--- src/rtl/psum_rb_pkg.sv ---
// Shared types and defaults for the partial-sum read-back buffer.
package psum_rb_pkg;

  localparam int DW_DEF    = 64;
  localparam int AW_DEF    = 4;
  localparam int DEPTH_DEF = 4;
  localparam int ROW_IDX_W = 2;

  typedef enum logic [1:0] {IDLE, FETCH, WAIT, READY} state_t;

  // Index of the last row for a requested total; totals above 4 clamp to row 3.
  function automatic logic [ROW_IDX_W-1:0] last_idx(input logic [2:0] total);
    if (total >= 3'd4) return 2'd3;
    return total[1:0] - 2'd1;
  endfunction

endpackage

--- src/rtl/psum_rd_pipe.sv ---
// Read-latency tracker: RD_LAT-deep shift of {valid, row_idx} that strobes bank captures.
module psum_rd_pipe
  import psum_rb_pkg::*;
#(
  parameter int RD_LAT = 1
) (
  input  logic                 CLK,
  input  logic                 RST,
  input  logic                 CLR,
  input  logic                 IN_VALID,
  input  logic [ROW_IDX_W-1:0] IN_IDX,
  output logic                 OUT_VALID,
  output logic [ROW_IDX_W-1:0] OUT_IDX
);

  logic [RD_LAT-1:0]    vld_q;
  logic [ROW_IDX_W-1:0] idx_q [RD_LAT];

  always_ff @(posedge CLK or posedge RST) begin
    if (RST) begin
      vld_q <= '0;
      for (int i = 0; i < RD_LAT; i++) idx_q[i] <= '0;
    end else if (CLR) begin
      vld_q <= '0;
      for (int i = 0; i < RD_LAT; i++) idx_q[i] <= '0;
    end else begin
      vld_q[0] <= IN_VALID;
      idx_q[0] <= IN_IDX;
      for (int i = 1; i < RD_LAT; i++) begin
        vld_q[i] <= vld_q[i-1];
        idx_q[i] <= idx_q[i-1];
      end
    end
  end

  assign OUT_VALID = vld_q[RD_LAT-1];
  assign OUT_IDX   = idx_q[RD_LAT-1];

endmodule

--- src/rtl/psum_rbuffer.sv ---
// Partial-sum read-back buffer: fetches up to 4 rows from output memory and serves them show-ahead.
// Optional zero-fill first tile support via PSUM_RB_FIRST_TILE_EN.
//
// state | meaning
// IDLE  | waiting for START with a non-zero row total
// FETCH | issuing one memory read per cycle
// WAIT  | draining read latency until the last row is captured
// READY | presenting bank[rcnt] to the consumer until the last pop
module psum_rbuffer
  import psum_rb_pkg::*;
#(
  parameter int DW     = DW_DEF,
  parameter int AW     = AW_DEF,
  parameter int DEPTH  = DEPTH_DEF,
  parameter int RD_LAT = 1
) (
  input  logic          CLK,
  input  logic          RST,
  input  logic          CLR_DP,
  input  logic          START,
  input  logic [AW-1:0] BASE_ADDR,
  input  logic [2:0]    ROW_TOTAL,
`ifdef PSUM_RB_FIRST_TILE_EN
  input  logic          FIRST_TILE,
`endif
  output logic [AW-1:0] OSRC_rb,
  output logic          REN_rb,
  input  logic [DW-1:0] RData,
  output logic          FETCH_DONE,
  output logic          PSUM_VALID,
  output logic [DW-1:0] PSUM,
  input  logic          POP,
  output logic          DRAIN_DONE,
  output logic          BUSY
);

  state_t               state_q, state_d;
  logic [ROW_IDX_W-1:0] icnt_q, wcnt_q, rcnt_q, last_q;
  logic [AW-1:0]        base_q;
  logic [DW-1:0]        bank_q [DEPTH];
  logic                 fetch_done_q, drain_done_q;
  logic                 first_tile_w, start_ok;
  logic                 cap_valid;
  logic [ROW_IDX_W-1:0] cap_idx;

`ifdef PSUM_RB_FIRST_TILE_EN
  assign first_tile_w = FIRST_TILE;
`else
  assign first_tile_w = 1'b0;
`endif

  assign start_ok = START && (ROW_TOTAL != 3'd0);

  psum_rd_pipe #(.RD_LAT(RD_LAT)) u_pipe (
    .CLK       (CLK),
    .RST       (RST),
    .CLR       (CLR_DP),
    .IN_VALID  (REN_rb),
    .IN_IDX    (icnt_q),
    .OUT_VALID (cap_valid),
    .OUT_IDX   (cap_idx)
  );

  always_ff @(posedge CLK or posedge RST) begin
    if (RST) state_q <= IDLE;
    else     state_q <= state_d;
  end

  always_comb begin
    state_d = state_q;
    REN_rb  = 1'b0;
    OSRC_rb = '0;
    case (state_q)
      IDLE:  if (start_ok) state_d = first_tile_w ? READY : FETCH;
      FETCH: begin
        REN_rb  = 1'b1;
        OSRC_rb = base_q + AW'(icnt_q);
        if (icnt_q == last_q) state_d = WAIT;
      end
      WAIT:  if (cap_valid && wcnt_q == last_q) state_d = READY;
      READY: if (POP && rcnt_q == last_q) state_d = IDLE;
      default: state_d = IDLE;
    endcase
    if (CLR_DP) state_d = IDLE;
  end

  always_ff @(posedge CLK or posedge RST) begin
    if (RST) begin
      icnt_q       <= '0;
      wcnt_q       <= '0;
      rcnt_q       <= '0;
      last_q       <= '0;
      base_q       <= '0;
      fetch_done_q <= 1'b0;
      drain_done_q <= 1'b0;
      for (int i = 0; i < DEPTH; i++) bank_q[i] <= '0;
    end else if (CLR_DP) begin
      icnt_q       <= '0;
      wcnt_q       <= '0;
      rcnt_q       <= '0;
      last_q       <= '0;
      base_q       <= '0;
      fetch_done_q <= 1'b0;
      drain_done_q <= 1'b0;
      for (int i = 0; i < DEPTH; i++) bank_q[i] <= '0;
    end else begin
      fetch_done_q <= 1'b0;
      drain_done_q <= 1'b0;
      case (state_q)
        IDLE: if (start_ok) begin
          last_q <= last_idx(ROW_TOTAL);
          base_q <= BASE_ADDR;
          icnt_q <= '0;
          wcnt_q <= '0;
          rcnt_q <= '0;
          if (first_tile_w) begin
            fetch_done_q <= 1'b1;
            for (int i = 0; i < DEPTH; i++) bank_q[i] <= '0;
          end
        end
        FETCH: icnt_q <= icnt_q + 1'b1;
        READY: if (POP) begin
          if (rcnt_q == last_q) begin
            rcnt_q       <= '0;
            drain_done_q <= 1'b1;
            for (int i = 0; i < DEPTH; i++) bank_q[i] <= '0;
          end else begin
            rcnt_q <= rcnt_q + 1'b1;
          end
        end
        default: ;
      endcase
      // Captures follow issue order, so the pipe tag and wcnt agree.
      if (cap_valid) begin
        bank_q[cap_idx] <= RData;
        wcnt_q          <= wcnt_q + 1'b1;
        if (wcnt_q == last_q) fetch_done_q <= 1'b1;
      end
    end
  end

  assign FETCH_DONE = fetch_done_q;
  assign DRAIN_DONE = drain_done_q;
  assign PSUM_VALID = (state_q == READY);
  assign PSUM       = (state_q == READY) ? bank_q[rcnt_q] : '0;
  assign BUSY       = (state_q != IDLE);

endmodule

--- config.mk ---
export PLATFORM = sky130hd
export DESIGN_NAME = psum_rbuffer
export DESIGN_NICKNAME = d
export VERILOG_FILES = /design/src/rtl/psum_rb_pkg.sv /design/src/rtl/psum_rd_pipe.sv /design/src/rtl/psum_rbuffer.sv
export SDC_FILE = /design/constraint.sdc
export NUM_CORES = 1
export LEC_CHECK = 0
export ABC_AREA = 1
export BUFFER_PORTS_ARGS = -buffer_cell sky130_fd_sc_hd__buf_2
export CORE_AREA = 2 2 239 147
export DETAILED_ROUTE_END_ITERATION = 7
export DIE_AREA = 0 0 241 149
export GPL_TIMING_DRIVEN = 1
export PLACE_DENSITY = 0.61
export SLEW_MARGIN = 15
export SYNTH_ARGS = -nofsm -noshare
export SYNTH_HDL_FRONTEND = slang
export SYNTH_SLANG_ARGS = --single-unit
--- constraint.sdc ---
create_clock -name CLK -period 15.4 [get_ports CLK]
set_input_delay 3.08 -clock CLK [delete_from_list [all_inputs] [get_ports CLK]]
set_output_delay 3.08 -clock CLK [all_outputs]
set_load 0.005 [all_outputs]
== Yosys cells after proc, flatten, opt, wreduce, memory -nomap -nowiden ==
Index checks and enable logic that the tools add are counted.

* Bits in read-only memories: 0
* Memory bits (writable): 0
* Flip-flop bits (word level): 275
* Input bits: 76
* Memories: 0
* Output and inout bits: 73
* Word-level logic and storage cells: 106
* Latch bits: 0

* $add $sub $neg: 5
* Bitwise operators: 2
* Order comparisons: 4
* Shift-type cells: 0
* Multiply operators: 0
* Mux-type cells: 52
* Reduce and logical (&&, ||, !) cells: 18
* Eq/ne operators: 11
* Divide/modulo/power cells: 0

{| class="wikitable"
|+ Operators with widths
! kind !! number
|-
| two-way mux 256 bit || 6
|-
| bitwise mux 256 bit || 1
|-
| two-way mux 64 bit || 4
|-
| binary-select mux 64 bit (select 2 bit) || 1
|-
| demux 64 bit (select 2 bit) || 1
|-
| two-way mux 2 bit || 19
|-
| two-way mux 4 bit || 4
|-
| nonzero test 3 bit || 5
|-
| two-way mux 1 bit || 13
|-
| >= comparator 3 bit (second input constant) || 3
|-
| inequality test 3 bit (second input constant) || 3
|-
| one-hot mux 2 bit (2 select lines) || 2
|-
| one-hot mux 2 bit (4 select lines) || 1
|-
| adder 2 x 1 -> 2 bit (second input constant) || 3
|-
| equality test 2 bit || 3
|-
| inequality test 3 x 2 -> 1 bit (second input constant) || 2
|-
| NOT 2 -> 3 bit || 2
|-
| AND reduction 2 bit || 3
|-
| nonzero test 2 bit || 3
|-
| adder 4 x 2 -> 4 bit || 1
|-
| equality test 2 bit (second input constant) || 2
|-
| logical AND 1 bit || 4
|-
| AND reduction 4 bit || 1
|-
| < comparator 3 x 1 -> 1 bit (second input constant) || 1
|-
| other kinds (4) || 4
|}

== Logic depth before layout (Yosys ltp) ==
Gate-level depths: netlist of the first run.

* Depth in word-level cells: 9
* Depth in mapped cells: 10
* Mapped depth without buffers: 10

== Cells and area by module ==
From an unflattened synthesis of the first run, not the netlist that was laid out.

* Cell total of the unflattened synthesis: 1801
* Area, all modules: 13775.7 um2

{| class="wikitable"
|+ By module, submodules not included
! module !! area each (um2) !! cells an instance !! instances !! sequential area each (um2)
|-
| psum_rbuffer || 13674.4 || 1791 || 1 || 6806.5
|-
| psum_rd_pipe || 101.3 || 10 || 1 || 75.1
|}

== Worst setup path before layout of the first run ==
No wires, ideal clock.

* Path type: register -> output
* Start: register state_q[0]
* End: output port PSUM[10]
* Path slack: 10944 ps
* Cell stages (with the launch flop): 6
* Data arrival time: 1376 ps
* Cell sequence: dfrtp_1 -> ha_1 -> inv_1 -> clkbuf_1 -> clkbuf_1 -> a21oi_1

* Longest elaborated chain between the ends: 2

{| class="wikitable"
|+ RTL lines
! element !! RTL line !! source
|-
| start: declaration || psum_rbuffer.sv:37 || <nowiki>state_t state_q, state_d;</nowiki>
|-
| start signal: assignment || psum_rbuffer.sv:66 || <nowiki>else state_q <= state_d;</nowiki>
|-
| equality test 2 bit || -- ||
|-
| named net PSUM_VALID || psum_rbuffer.sv:30 || <nowiki>output logic PSUM_VALID,</nowiki>
|-
| two-way mux 64 bit || psum_rbuffer.sv:145 || <nowiki>assign PSUM = (state_q == READY) ? bank_q[rcnt_q] : '0;</nowiki>
|-
| end: declaration || psum_rbuffer.sv:31 || <nowiki>output logic [DW-1:0] PSUM,</nowiki>
|}

The timed path passes the listed nets, and every way through them passes these cells.

== Worst setup path in the final report of the first run ==
* Start: register rcnt_q[0]
* End: output port PSUM[19]

* Longest elaborated chain between the ends: 5

{| class="wikitable"
|+ RTL lines
! element !! RTL line !! source
|-
| start: declaration || psum_rbuffer.sv:38 || <nowiki>logic [ROW_IDX_W-1:0] icnt_q, wcnt_q, rcnt_q, last_q;</nowiki>
|-
| start signal: assignment || psum_rbuffer.sv:128 || <nowiki>rcnt_q <= rcnt_q + 1'b1;</nowiki>
|-
| NOT 2 -> 3 bit (not written as such) || psum_rbuffer.sv:145 ||
|-
| binary-select mux 64 bit (select 2 bit) || psum_rbuffer.sv:145 ||
|-
| two-way mux 64 bit (not written as such) (2 in series) || psum_rbuffer.sv:145 ||
|-
| two-way mux 64 bit || psum_rbuffer.sv:145 ||
|}

No other way between the ends. The select of a mux whose other input is x is not followed.

==> results of run 1 <==
==> layer usage <==
metal  global-route usage [%]  up-vias  routed length [um]
met4                     4.17        0                 646
li1                         -     6045                   -
met1                     35.8     5954               20000
met5                        0        -                   0
met2                     32.2      359               16800
met3                     3.68       49                2690
==> cells by family after synthesis <==
logic type / after synthesis / share of synthesized area (%)
adder cells (fa/ha/maj): 8 / 0.772
flip-flops: 275 / 49.4
AO/OA/AOI/OAI: 721 / 26.2
AND/OR/NAND/NOR: 594 / 16.5
XOR/XNOR: 2 / 0.126
buffers and inverters: 192 / 6.97
==> synthesized netlist by cell type <==
master,number,area (um2)
o21ai_0,391,1960
a21oi_1,317,1590
nand2_1,293,1100
dfrtp_1,275,6880
nor2_1,268,1010
clkbuf_1,114,428
inv_1,27,101
nand3_1,17,85.1
buf_2,15,75.1
buf_6,13,146
nand2_2,12,75.1
buf_8,11,165
a21oi_2,10,87.6
buf_1,8,30.0
ha_1,7,87.6
buf_4,3,22.5
nand4_1,3,18.8
a31oi_1,1,6.26
fa_1,1,20.0
inv_2,1,3.75
nand4_4,1,21.3
o211ai_1,1,7.51
o21ai_2,1,8.76
xnor2_1,1,8.76
xor2_1,1,8.76
==> state kept, by name (all words and copies together) (netlist names) <==
name / count
DRAIN_DONE: 1
FETCH_DONE: 1
bank_q: 256
base_q: 4
icnt_q: 2
last_q: 2
rcnt_q: 2
state_q: 2
u_pipe.OUT_IDX: 2
u_pipe.OUT_VALID: 1
wcnt_q: 2
==> worst max path at each step <==
stage          cells after the start  slack [ns]     endpoint       from
6_report                           5        8.51     PSUM[19]  rcnt_q[0]
5_1_grt                            5        8.30     PSUM[19]  rcnt_q[0]
4_1_cts                            5        8.55     PSUM[26]  rcnt_q[0]
3_5_place_dp                       7        9.14  bank_q[198]        POP
3_3_place_gp                       5        9.15     PSUM[26]  rcnt_q[0]
2_1_floorplan                      1        4.74   DRAIN_DONE        RST
==> final cells by class <==
class	count	area [um2]	area share, %
Tap cell	467	584	3.76
Clock buffer	42	855	5.50
Timing Repair Buffer	164	861	5.54
Multi-Input combinational cell	1325	6130	39.5
Clock inverter	9	95.1	0.612
Sequential cell	275	6890	44.3
Inverter	28	119	0.765
Antenna cell	1	2.50	0.0161
==> metrics by stage <==
step / hold slack, ns / utilization, %
floorplan: 0.453 / -
global placement: 0.479 / 42.8
detailed placement: 0.491 / 42.8
CTS: 0.508 / 45.6
global route: 0.519 / 45.6
finish: 0.509 / 45.6
==> power by group through the flow <==
| stage | Clock [mW] | Sequential (mW) | Combinational, mW |
|---|---|---|---|
| global route | 0.755 | 0.857 | 0.567 |
| finish | 0.710 | 0.848 | 0.494 |
| global placement | 0 | 0.858 | 0.486 |
| CTS | 0.725 | 0.847 | 0.494 |
| detailed placement | 0 | 0.860 | 0.492 |
| floorplan | 0 | 0.824 | 0.387 |
==> worst max-delay path, cell delays in order, from the launching register on <==
cell and delay, ns:
dfrtp_4 0.96, clkinv_2 0.81, buf_4 0.63, o21ai_0 0.31
a21oi_1 0.19, buf_2 0.22
==> impl_metrics.ini, run 1 <==
[synthesis]
ys_seq_elements = 275
syn_nets = 1876
synth_cell_types = 25
syn-instance-count = 1792
syn_area_per_cell_um2 = 7.78
syn_area_um2 = 13900
ys_seq_area_share_pct = 49.4
ys_warn_count = 0

[cells_and_area]
n_fill_cell = 3415
layout_commonest_cell = o21ai_0
syn2layout_area_growth_pct = 11.5
instances_no_fill = 2311
nets = 1907
drive_above_1_share_pct = 13.3
stdcell_area_um2 = 15500
layout_common_cells = o21ai_0 (391), a21oi_1 (317), nand2_1 (293), dfrtp_1 (273), nor2_1 (268)

[hold_path]
min_to = base_q[3]
whs_path_depth = 2
hold_start = base_q[3]
hp-class = register to register

[timing]
tns_ns = 0
maxSlewHeadroom_pct = 26.1
finClkSkew_ns = 0.0160
rsz0062_at_grt = false
hold_viol_final = 0
setup_viol = 0
min_period_ns = 6.89
slew_violations = 0
fin_ws_ns = 8.51
tightest_slew_ns = 1.11
timing.fmax_mhz = 145
timing.final.crit_share_pct = 44.8

[cts]
root_buffer = clkbuf_16
cts.sinks = 275
clkTransAtPathRegs_ns = 0.06
cts_max_level = 1
cts_hold_buf = 0
cts_setup_buffers = 0
cts_tree = done
numCtsBuffers = 29
cts_resized = 0
cts_buffer_depth = 3
clock_latency_ns = 0.56

[pwr]
p_sw_share_pct = 33.8
p_total_mw = 2.05
clkPwrFrac_pct = 34.6
power.internal_mw = 1.36
ir_worst_vdd_v = 0.0000812
switching_power_uw = 694
power_per_cell_area_nw_per_um2 = 132
leakage_nw = 6.79
seqPwrFrac_pct = 41.3
combPwrFrac_pct = 24.1

[worst_setup_path]
r2r_setup_slack_ns = 9.42
start_kind = register
critical_path.endpoint_type = output port
reg2reg_to = bank_q[4]
crit_fanout = 82
r2r_cells = 10
worstPathRequired_ns = 12.32
r2r-start = rcnt_q[0]
worstSetupPathType = register to output port
critPathArrivalTime_ns = 3.81

[place]
place_ws_ns = 9.14
place_area_um2 = 14600
gp_congestion = 0.775
post-dp-hpwl_um = 21300
dp.cells = 2259
port_buffers = 148

[detailed_routing]
first_pass_iters = 6
routed_via_density = 5.37
vias = 12400
drtAntennaViolNets = 0
initialDrtViolationCount = 1196
wl_per_cell_um = 17.4
wl_um = 40100
drcViolationCount = 0

[global_routing]
grt_pass1_vias = 11600
grt_usage_pct = 22.6
grt_pass1_wl_um = 65100
antenna_found_initial = 1
grt_max_degree = 164
grt_overflow_total = 0

[die]
fp.dieH_um = 149
die_x_um = 241
core_area_um2 = 34100
io_pins = 149
start_util_pct = 40.9
dieArea_um2 = 35900
fp-row-count = 53

[outcome]
outcome = completed

[run]
maxCapViolations = 0
Power figures use the tool's default switching activity.
==> inputs of run 2 (changes only) <==
==> constraint.sdc (replaced) <==
create_clock -name CLK -period 6.5 [get_ports CLK]
set_input_delay 1.3 -clock CLK [delete_from_list [all_inputs] [get_ports CLK]]
set_output_delay 1.3 -clock CLK [all_outputs]
set_load 0.005 [all_outputs]
==> impl_metrics.ini, run 2 (synthesis gave the netlist of run 1 again) <==
[place]
dp.cells = 2259
post-dp-hpwl_um = 22300
port_buffers = 148
gp_congestion = 0.824
place_ws_ns = 2.03

[global_routing]
antenna_found_initial = 3
met3_usage_pct = 4.22
grt_busiest_layer = met1
grt_pass1_vias = 11700
use_met2_pct = 32.6
grt_usage_pct = 22.4
grt_pass1_wl_um = 65000
grt_max_degree = 161
grt_overflow_total = 0
grtUsageMet1_pct = 34.7

[timing]
timing.fmax_mhz = 226
hold_ws_ns = 0.497
timing.final.crit_share_pct = 68.0
fin_ws_ns = 2.08
min_period_ns = 4.42
setup_viol = 0
slew_violations = 0
maxSlewHeadroom_pct = 25.5
rsz0062_at_grt = false
tns_ns = 0
finClkSkew_ns = 0.0182
hold_viol_final = 0
tightest_slew_ns = 1.12

[run]
maxCapViolations = 0

[pwr]
ir_worst_vdd_v = 0.000209
leakage_nw = 6.77
power_per_cell_area_nw_per_um2 = 310

[worst_setup_path]
crit_fanout = 71
critPathMaxStageDelay_ns = 0.88
crit_slowest_cell = dfrtp_4
crit_top_cell = nor2_1
timing.critical_path.buf_inv = 2
worstPathRequired_ns = 5.20
cpLargestDelayFamily = buffers and inverters
critPathArrivalTime_ns = 3.12
cp_cell_sequence = buf_4 > nor2_1 > nor2_1 > o21ai_0 > a21oi_1 > buf_2
worstSetupPathType = register to output port
start_kind = register
r2r_setup_slack_ns = 2.76
critical_path.endpoint_type = output port

[detailed_routing]
initialDrtViolationCount = 1305
wl_per_cell_um = 17.1
wl_um = 39500
routed_via_density = 5.31
drtAntennaViolNets = 0
vias = 12300
first_pass_iters = 8
drcViolationCount = 0

[die]
fp.dieH_um = 149
start_util_pct = 40.9
die_x_um = 241
fp-row-count = 53
dieArea_um2 = 35900
io_pins = 149
core_area_um2 = 34100

[cts]
numCtsBuffers = 28
cts_buffer_depth = 3
clock_latency_ns = 0.55
clkTransAtPathRegs_ns = 0.07
cts_max_level = 1
cts_hold_buf = 0
cts.sinks = 275
cts_setup_buffers = 0
cts_resized = 0
cts_tree = done
root_buffer = clkbuf_16

[cells_and_area]
layout_common_cells = o21ai_0 (391), a21oi_1 (317), nand2_1 (293), dfrtp_1 (273), nor2_1 (268)
nets = 1906
n_fill_cell = 3408
largest_register_ffs = 256
instances_no_fill = 2310
layout_commonest_cell = o21ai_0
syn2layout_area_growth_pct = 11.6
drive_above_1_share_pct = 13.0
finish.utilization_pct = 45.6
top_regs = bank_q: 256 flops, base_q: 4 flops
top_register = bank_q

[hold_path]
hp-class = register to register

[outcome]
outcome = completed
run 2: cell type report:
cell class	instances	area (um2)	share of cell area [%]
diodes	3	7.51	0.0483
clock buffers	43	848	5.45
clock inverters	5	75.1	0.483
inverters	28	116	0.748
multi-input cells	1325	6130	39.4
flip-flops and latches	275	6890	44.3
well taps	467	584	3.76
repair buffers	164	898	5.78
run 2: metal layers:
metal  vias up  share of wire, %
met5         -                 0
met4         0               1.3
met3        34               6.9
met2       376                43
met1      5810                49
li1       6048                 -
run 2: through the flow:
stage | total power, mW | cell area, um2
after global routing | 5.13 | 15500
after CTS | 4.86 | 15500
after detailed placement | 3.19 | 14600
final | 4.82 | 15600
after floorplan | 2.87 | 13900
after global placement | 3.18 | 14600
run 2: path summary, 6_finish.rpt:
kind                                 from     endpoint  cells past startpoint
worst max-delay path            rcnt_q[0]     PSUM[21]                      6
worst min-delay path            base_q[0]    base_q[0]                      2
worst max register to register  rcnt_q[0]  bank_q[168]                      7
worst min register to register  base_q[0]    base_q[0]                      2
max in group asynchronous             RST    rcnt_q[0]                      3
min in group asynchronous             RST  bank_q[137]                      2
run 2: tightest hold or removal path, delay by kind of cell (launching register included):
family | cells | cell delay (ns)
DFF | 1 | 0.35
and+or+nand+nor | 2 | 0.12
run 2: power breakdown:
part           internal, mW  leakage (nW)  switching (mW)
registers              1.85          3.80           0.147
clock network         0.969         0.456           0.684
logic                 0.380          2.52           0.783
==> inputs of run 3 (changes only) <==
==> constraint.sdc (replaced) <==
create_clock -name CLK -period 4.5 [get_ports CLK]
set_input_delay 0.9 -clock CLK [delete_from_list [all_inputs] [get_ports CLK]]
set_output_delay 0.9 -clock CLK [all_outputs]
set_load 0.005 [all_outputs]
==> impl_metrics.ini, run 3 (synthesis gave the netlist of run 1 again) <==
[timing]
finClkSkew_ns = 0.00925
min_period_ns = 3.77
timing.final.crit_share_pct = 83.8
setup_viol = 0
maxSlewHeadroom_pct = 21.9
timing.fmax_mhz = 265
hold_viol_final = 0
tightest_slew_ns = 1.17
rsz0062_at_grt = false
slew_violations = 0
tns_ns = 0

[die]
fp.dieH_um = 149
dieArea_um2 = 35900
fp-row-count = 53
core_area_um2 = 34100
die_x_um = 241
start_util_pct = 40.9
io_pins = 149

[detailed_routing]
initialDrtViolationCount = 1225
drcViolationCount = 0
first_pass_iters = 5
routed_via_density = 5.37
wl_per_cell_um = 17.5
drtAntennaViolNets = 0
wl_um = 40600
vias = 12400

[cts]
numCtsBuffers = 29
cts.sinks = 275
root_buffer = clkbuf_16
cts_hold_buf = 0
clkTransAtPathRegs_ns = 0.06
clock_latency_ns = 0.55
cts_setup_buffers = 0
cts_tree = done
cts_resized = 0
cts_buffer_depth = 3
cts_max_level = 1

[cells_and_area]
layout_commonest_cell = o21ai_0
largest_register_ffs = 256
finish.utilization_pct = 45.8
nets = 1913
top_register = bank_q
syn2layout_area_growth_pct = 12.1
top_regs = bank_q: 256 flops, base_q: 4 flops
layout_common_cells = o21ai_0 (391), a21oi_1 (317), nand2_1 (293), dfrtp_1 (273), nor2_1 (268)
drive_above_1_share_pct = 13.4

[pwr]
leakage_nw = 6.82
power_per_cell_area_nw_per_um2 = 448
p_total_mw = 7.00
ir_worst_vdd_v = 0.000308

[worst_setup_path]
reg2reg_to = bank_q[139]
r2r-start = rcnt_q[0]
r2r_setup_slack_ns = 1.39
crit_fanout = 128
r2r_cells = 8
start_kind = register
cp-startpoint = rcnt_q[0]
critical_path.endpoint_type = output port
worstSetupPathType = register to output port
critPathArrivalTime_ns = 2.87
worstPathRequired_ns = 3.60

[place]
port_buffers = 148
post-dp-hpwl_um = 22800
gp_congestion = 0.808

[hold_path]
min_to = base_q[0]
whs_path_depth = 2
hp-class = register to register
hold_start = base_q[0]

[run]
maxCapViolations = 0

[global_routing]
grt_pass1_wl_um = 65800
grt_overflow_total = 0
antenna_found_initial = 3
grt_max_degree = 130
grt_usage_pct = 22.8
grt_pass1_vias = 11700

[outcome]
outcome = completed
## run 3: changes by cell type in the layout (fill, tap and decap cells not counted)
| cell | change |
|---|---|
| buf_12 | +2 |
| buf_4 | +3 |
| inv_4 | -1 |
| clkbuf_1 | -3 |
| clkbuf_8 | +3 |
| buf_6 | +1 |
| clkinv_2 | +1 |
| bufinv_16 | -1 |
| diode_2 | -1 |
## run 3: final cells by class
class / count / area [um2]
fillers: 3431 / 18500
flip-flops and latches: 275 / 6890
multi-input cells: 1325 / 6130
repair buffers: 170 / 972
clock buffers: 43 / 878
well taps: 467 / 584
inverters: 28 / 115
clock inverters: 4 / 45.0
diodes: 2 / 5.00
## run 3: metal layers
layer	share of wire, %	global-route usage, %	wire (um)	up-vias
li1	-	-	-	6060
met2	43	32.9	17500	382
met5	0	0	0	-
met3	6.6	3.85	2690	41
met1	49	36.2	19800	5945
met4	1.4	3.61	553	0
## run 3: worst max path at each step
stage	end	slack (ns)	depth (start not counted)
2_1_floorplan	DRAIN_DONE	-0.04	1
3_5_place_dp	PSUM[24]	1.04	5
4_1_cts	PSUM[24]	0.44	5
5_1_grt	PSUM[54]	0.54	5
6_report	PSUM[24]	0.73	5
3_3_place_gp	PSUM[21]	1.07	5
## run 3: stage by stage
stage	hold slack (ns)	setup slack, ns	std cells	cell area (um2)
finish	0.491	0.731	2314	15600
global route	0.534	0.538	2313	15600
CTS	0.493	0.438	2312	15600
detailed placement	0.478	1.04	2265	14700
global placement	0.475	1.07	2265	14700
floorplan	0.453	-0.0374	1792	13900
## run 3: worst max-delay path, stage by stage, from the launching register on
cell and delay (ns):
dfrtp_4 0.64, clkinv_2 0.12, buf_6 0.70, o21ai_0 0.29, a21oi_1 0.33, buf_2 0.18
## run 3: report_power, final
part	switching, mW	total, mW	internal [mW]
registers	0.181	2.86	2.68
clock network	1.01	2.39	1.39
logic	1.18	1.74	0.559
total	2.37	7.00	4.63
